$ cat config.mk
export PLATFORM = sky130hd
export DESIGN_NAME = lsu_mem_ctrl
export DESIGN_NICKNAME = d
export VERILOG_FILES = /design/src/rtl/lsu_mem_ctrl.sv
export SDC_FILE = /design/constraint.sdc
export NUM_CORES = 1
export LEC_CHECK = 0
export BUFFER_PORTS_ARGS = -buffer_cell sky130_fd_sc_hd__buf_2
export CORE_MARGIN = 3
export CORE_UTILIZATION = 40
export CTS_BUF_LIST = sky130_fd_sc_hd__clkbuf_8
export CTS_CLUSTER_SIZE = 25
export DETAILED_ROUTE_END_ITERATION = 10
export PLACE_DENSITY = 0.66
export SLEW_MARGIN = 20
export SYNTH_ARGS = -nofsm -noshare
export SYNTH_HDL_FRONTEND = slang
export SYNTH_SLANG_ARGS = --single-unit
$ cat constraint.sdc
create_clock -name i_clk -period 3.55 [get_ports i_clk]
set_clock_uncertainty 0.2 [all_clocks]
set_input_delay 0.1775 -clock i_clk [delete_from_list [all_inputs] [get_ports i_clk]]
set_output_delay 0.1775 -clock i_clk [all_outputs]
set_load 0.05 [all_outputs]
$ cat src/rtl/lsu_mem_ctrl.sv
// Load/store unit between the pipeline memory stage and a word-organised
// data memory without byte enables. Sub-word stores are read-modify-write.
// Misaligned, out-of-range and illegal accesses return an error response
// and never touch memory.
module lsu_mem_ctrl #(
  parameter int ADDR_W = 11
) (
  input  logic              i_clk,
  input  logic              i_rstn,
  input  logic              i_req_valid,
  output logic              o_req_ready,
  input  logic              i_req_we,
  input  logic [2:0]        i_req_funct3,
  input  logic [31:0]       i_req_addr,
  input  logic [31:0]       i_req_wdata,
  output logic              o_rsp_valid,
  output logic [31:0]       o_rsp_rdata,
  output logic              o_rsp_err,
  output logic              o_mem_write,
  output logic [ADDR_W-1:0] o_mem_addr,
  output logic [31:0]       o_mem_data,
  input  logic [31:0]       i_mem_data
);

  typedef enum logic [2:0] {
    S_IDLE,
    S_LD,
    S_RMW_RD,
    S_WR,
    S_RSP
  } state_t;

  localparam logic [2:0] F3_B  = 3'b000;
  localparam logic [2:0] F3_H  = 3'b001;
  localparam logic [2:0] F3_W  = 3'b010;
  localparam logic [2:0] F3_BU = 3'b100;
  localparam logic [2:0] F3_HU = 3'b101;

  state_t            state;
  state_t            state_nxt;

  // Registered request fields; only the in-range address bits are kept.
  logic [2:0]        f3_q;
  logic [ADDR_W+1:0] addr_q;
  logic              err_q;
  // Holds wdata after acceptance, then the merged word after RMW_RD.
  logic [31:0]       wr_word_q;
  logic [31:0]       rdata_q;

  logic              accept;
  logic              req_err;
  logic [7:0]        ld_byte;
  logic [15:0]       ld_half;
  logic [31:0]       ld_ext;
  logic [31:0]       merged;

  assign accept = i_req_valid && (state == S_IDLE);

  // Classify the incoming request; any error skips the memory entirely.
  always_comb begin
    // NOTE: every signal gets a default first so no path can infer a latch.
    req_err = |i_req_addr[31:ADDR_W+2];
    unique case (i_req_funct3)
      F3_B:    ;
      F3_H:    if (i_req_addr[0]) req_err = 1'b1;
      F3_W:    if (i_req_addr[1:0] != 2'b00) req_err = 1'b1;
      F3_BU:   if (i_req_we) req_err = 1'b1;
      F3_HU:   if (i_req_we || i_req_addr[0]) req_err = 1'b1;
      default: req_err = 1'b1;
    endcase
  end

  // State register.
  always_ff @(posedge i_clk or negedge i_rstn) begin
    if (!i_rstn) begin
      state <= S_IDLE;
    end else begin
      // NOTE: non-blocking so every flop samples pre-edge values together.
      state <= state_nxt;
    end
  end

  // Next-state decode.
  always_comb begin
    state_nxt = state;
    unique case (state)
      S_IDLE: begin
        if (accept) begin
          if (req_err)                    state_nxt = S_RSP;
          else if (!i_req_we)             state_nxt = S_LD;
          else if (i_req_funct3 == F3_W)  state_nxt = S_WR;
          else                            state_nxt = S_RMW_RD;
        end
      end
      S_LD:     state_nxt = S_RSP;
      S_RMW_RD: state_nxt = S_WR;
      S_WR:     state_nxt = S_RSP;
      S_RSP:    state_nxt = S_IDLE;
      default:  state_nxt = S_IDLE;
    endcase
  end

  // Lane selection and extension of the loaded word.
  always_comb begin
    ld_byte = i_mem_data[{addr_q[1:0], 3'b000} +: 8];
    ld_half = addr_q[1] ? i_mem_data[31:16] : i_mem_data[15:0];
    unique case (f3_q)
      F3_B:    ld_ext = {{24{ld_byte[7]}}, ld_byte};
      F3_BU:   ld_ext = {24'h0, ld_byte};
      F3_H:    ld_ext = {{16{ld_half[15]}}, ld_half};
      F3_HU:   ld_ext = {16'h0, ld_half};
      default: ld_ext = i_mem_data;
    endcase
  end

  // Insert the store byte/halfword into the read word; other lanes untouched.
  always_comb begin
    merged = i_mem_data;
    if (f3_q[0]) merged[{addr_q[1], 4'b0000} +: 16] = wr_word_q[15:0];
    else         merged[{addr_q[1:0], 3'b000} +: 8] = wr_word_q[7:0];
  end

  // Request capture, merge and result registers.
  always_ff @(posedge i_clk or negedge i_rstn) begin
    if (!i_rstn) begin
      f3_q      <= '0;
      addr_q    <= '0;
      err_q     <= 1'b0;
      wr_word_q <= '0;
      rdata_q   <= '0;
    end else begin
      if (accept) begin
        f3_q      <= i_req_funct3;
        addr_q    <= i_req_addr[ADDR_W+1:0];
        err_q     <= req_err;
        wr_word_q <= i_req_wdata;
        if (req_err) rdata_q <= '0;
      end
      unique case (state)
        S_LD:     rdata_q   <= ld_ext;
        S_RMW_RD: wr_word_q <= merged;
        S_WR:     rdata_q   <= '0;
        default:  ;
      endcase
    end
  end

  // Outputs decoded from state so reset drops a pending write at once.
  always_comb begin
    o_req_ready = (state == S_IDLE);
    o_rsp_valid = (state == S_RSP);
    o_rsp_err   = (state == S_RSP) && err_q;
    o_mem_write = (state == S_WR);
    o_mem_data  = (state == S_WR) ? wr_word_q : 32'h0;
    o_mem_addr  = addr_q[ADDR_W+1:2];
    o_rsp_rdata = rdata_q;
  end

endmodule

---- After elaboration in Yosys (flattened, before gate mapping) ----
Cells that the tools add are included.
storage, ports and cells
  register bits ........................... 84
  logic and storage cells ................. 59
  output and inout bits ................... 79
  bits of input ports ..................... 103
cells by class
  shift-type cells ........................ 5
  equal/unequal tests ..................... 12
  muxes and demuxes ....................... 21
  reduce and logical (&&, ||, !) cells .... 13
  $add $sub $neg .......................... 2
operators with widths
  kind                       number
  $mux W32                   6
  $pmux W32 S4               1
  $bwmux W32                 2
  $pmux W32 S2               1
  $shift A16 B7 Y32 const A  1
  $shift A8 B7 Y32 const A   1
  $shiftx A16 B7 Y32         1
  $shiftx A32 B6 Y8          1
  $shiftx A8 B7 Y32          1
  $reduce_or A19 Y1          1
  $mux W16                   1
  $eq A3 B3 Y1 const B       5
  $neg A5 Y7                 2
  $eq A3 B1 Y1 const B       3
  $eq A3 B2 Y1 const B       3
  $logic_not A3 Y1           3
  $pmux W3 S3                1
  $mux W3                    2
  $reduce_bool A3 Y1         2
  $mux W1                    5
  $pmux W1 S5                1
  $reduce_bool A2 Y1         2
  $logic_and A1 B1 Y1        2
  $mux W2                    1
  4 further kinds            4

---- Longest topological paths before layout ----
  depth in word-level cells ............... 6
  depth in mapped cells ................... 8
  mapped depth without buffers ............ 6

---- Worst setup path before layout ----
Ideal clock, no wire load.
  path kind ............................... reg-to-reg
  start point ............................. register state[0]
  end point ............................... register addr_q[10]
  data required time ...................... 3225 ps
  setup slack ............................. 509 ps
  cell stages (with the launch flop) ...... 5
  setup time .............................. 125 ps
  arrival time ............................ 2716 ps
  clock period less this slack ............ 3041 ps
  buffers on the path ..................... 1
  cell sequence ........................... dfrtp_1 > nor3_1 > nand2_1 > clkbuf_1 > mux2_2
on the way
  cells in the longest elaborated chain, start to end .. 2
ends and longest elaborated chain
  item                      RTL line  RTL
  start: declaration        39        state_t state;
  start signal: assignment  79        state <= state_nxt;
  $logic_not A3 Y1          n/a
  named net o_req_ready     11        output logic o_req_ready,
  $logic_and A1 B1 Y1       57        assign accept = i_req_valid && (state == S_IDLE);
  end signal: assignment    134       addr_q <= i_req_addr[ADDR_W+1:0];
  end: declaration          44        logic [ADDR_W+1:0] addr_q;
The timed path passes the listed nets, and every way through them passes these cells.
A chain may end at the register's enable or synchronous reset.

---- Worst setup path in the final report ----
  start point ............................. register f3_q[1]
  end point ............................... register rdata_q[3], in the netlist o_rsp_rdata[3]
on the way
  cells in the longest elaborated chain, start to end .. 3
  elaborated cells between the ends (all ways) .. 6
  those cells by class .................... 3 x eq/ne; 2 x mux; 1 x reduce/logical
ends and longest elaborated chain
  item                                        RTL line  RTL
  start: declaration                          43        logic [2:0] f3_q;
  start signal: assignment                    133       f3_q <= i_req_funct3;
  $eq A3 B3 Y1, or another cell as far along  107       unique case (f3_q)
  $pmux W32 S4 *                              107
  $pmux W32 S2 *                              139       unique case (state)
  end signal: assignment                      140       S_LD: rdata_q <= ld_ext;
  end: declaration                            48        logic [31:0] rdata_q;
Every way passes the cells marked *; elsewhere a longest branch is shown, timed or not.

==> flow_summary.yaml <==
cells_and_area:
  final_common_cell: "buf_2"
  final_cell_mix: "buf_2 (180), dfrtp_1 (84), dlygate4sd3_1 (66)"
  diodes: 0
  final_nets: 892
  drive_gt1_share_pct: 31.0
  stdcell_count: 956
  fill_cells: 1111
  syn_to_final_growth_pct: 35.6
power:
  vdd_drop_max_uv: 222
  power.leakage_nw: 3.36
  cellPowerDensity_nw_per_um2: 376
clock_tree:
  clkLatencyLatePin_ns: 0.37
  cts_sinks: 84
  htree_levels: 3
  cts_setup_buffers: 0
  clk_pin_slew_worst_paths_ns: 0.09
  cts_root_buf: "clkbuf_8"
  cts_max_path_buffers: 2
  cts_tree: "built"
  cts_made_buffers: 9
floorplanning:
  dieHeight_um: 119
  initial_core_util_pct: 41.8
  rows: 40
  die_w_um: 119
  ios: 182
  coreArea_um2: 12300
  dieArea_um2: 14200
timing:
  fin_crit_ns: 2.87
  worstMarginPinSlew_ns: 0.931
  rsz0062_at_grt: "no"
  setup-tns-final_ns: 0
  finalCritPeriodShare_pct: 80.8
  fmax_mhz: 349
  hold_viol: 0
  setup_violations: 0
  slew_viol_final: 0
  slew_headroom_pct: 37.9
logic_synthesis:
  synth_seq_cells: 84
  synthDistinctLibCells: 50
  synth-compound-area-share_pct: 21.3
  synth_fa_ha_area_share_pct: 1.22
  ys_seq_area_share_pct: 41.0
  postSynthAreaPerCell_um2: 8.96
  yosys.area_share.simple_pct: 21.2
  synth.area.mux_share_pct: 9.27
  syn-num-nets: 680
  synth_cells: 572
  synth_edf_count: 0
  synth-xor-area-share_pct: 0
  yosys_warnings: 0
  synth_top_family_by_area: "compound AO/OA/AOI/OAI gates"
  syn-cell-area_um2: 5130
  synth-async-reset-ratio_pct: 100
  ys.flop_type: "dfrtp_1"
drt:
  vias: 5519
  viasPerCell: 5.77
  drt_iter0_drc: 648
  avgRoutedWirePerCell_um: 19.8
  drc: 0
  ant_nets: 0
  drtPass1Iterations: 5
  routed_wl_um: 19000
global_routing:
  antenna_found_initial: 0
  grt_max_degree: 66
  grtUsageTotal_pct: 26.6
  grt-ovfl-total: 0
  grt_pass1_wl_um: 29500
  grt_pass1_vias: 5430
setup_path:
  arrival_ns: 2.90
  critPathMaxFanout: 33
  start_kind: "register"
  crit_type: "register to register"
  required_ns: 3.58
  cp-end-kind: "register"
flow_run:
  maxCapViolCount: 0
status:
  status: "finished, final reports clean"
place:
  place_inst: 875
  place_hpwl_um: 13500
  globalplace.congestion: 0.928
  io_buffers: 181
min_path:
  min_path_type: "input port to register"
## cell families after synthesis
group           Yosys count
flops                    84
simple gates            212
fa+ha+maj                 5
mux                      42
buf+inv                  65
compound gates          164
## state kept, by name, indices dropped and copies added (netlist names)
| name | count |
|---|---|
| addr_q | 13 |
| err_q | 1 |
| f3_q | 3 |
| o_rsp_rdata | 32 |
| state | 3 |
| wr_word_q | 32 |
## cell usage after synthesis (9+ instances only)
cell      count  share of area, %
a21o_1        9               1.3
a21oi_1      34               3.3
a22o_1       16               2.7
a31oi_1      17               2.1
and3_1       34               4.1
buf_4        11               1.6
clkbuf_1     39               2.9
dfrtp_1      84                41
mux2_2       24               5.3
mux2i_1      16               3.1
nand2_1      44               3.2
nand2b_1     14               1.7
nand3_1      11               1.1
nor2_1       57               4.2
nor2b_1      17               2.1
nor3_1       12               1.2
o21ai_0      38               3.7
o221ai_1     13               2.2
o22ai_1      16               2.0
## metrics by stage
stage               worst slack, ns  total power [W]  utilization, %  hold slack (ns)  instance area [µm²]
floorplan                     0.509          0.00153               -           -0.318                 5130
global placement               1.07          0.00171            49.4            0.126                 6050
detailed placement            0.882          0.00172            49.4            0.148                 6050
CTS                           0.749          0.00262            56.7         0.000950                 6950
global route                  0.527          0.00272            56.7           0.0158                 6950
finish                        0.681          0.00261            56.7           0.0246                 6950
## area by class of cell
cell class / count / area (µm²) / area share [%]
Clock inverter: 5 / 100 / 1.44
Sequential cell: 84 / 2100 / 30.2
Multi-Input combinational cell: 423 / 2720 / 39.1
Tap cell: 168 / 210 / 3.02
Timing Repair Buffer: 259 / 1660 / 23.9
Inverter: 7 / 26.3 / 0.378
Clock buffer: 10 / 138 / 1.98
## worst paths after layout
path,start,to,slack [ns],cells past startpoint
max reg2reg,f3_q[1]$_DFFE_PN0P_,o_rsp_rdata[3]$_DFFE_PN0P_,0.68,5
max in group asynchronous,i_rstn,f3_q[0]$_DFFE_PN0P_,2.07,3
min in group asynchronous,i_rstn,wr_word_q[9]$_DFFE_PN0P_,0.27,2
max,f3_q[1]$_DFFE_PN0P_,o_rsp_rdata[3]$_DFFE_PN0P_,0.68,5
min reg2reg,err_q$_DFFE_PN0P_,err_q$_DFFE_PN0P_,0.29,1
min,i_mem_data[8],o_rsp_rdata[8]$_DFFE_PN0P_,0.02,3
## worst max-delay path, stage by stage, from the launching register on
cell and delay, ns:
dfrtp_1 0.54, inv_1 0.75, nand3_1 0.32, o221ai_1 0.28, dlygate4sd3_1 0.57, o21ai_0 0.07
## per-layer routing
metal	GRT usage, %	vias to the layer above	wire [µm]
li1	-	2493	-
met1	34.9	2612	7950
met2	41.9	348	8550
met3	5.32	66	1690
met4	13.0	0	791
met5	0	-	0
## power breakdown
part           total, W  switching [W]  internal, W  leakage, nW
Sequential      0.00114       0.000102      0.00103         1.05
Clock          0.000837       0.000356     0.000480        0.122
Combinational  0.000640       0.000374     0.000266         2.19
Total           0.00261       0.000832      0.00178         3.36
## timing repair
action                                 in CTS  in global routing
hold buffers                               66                  0
gates resized for setup                     0                  0
endpoints found under the hold margin     135                  0
Note: power is estimated with default switching activity, not from simulation.
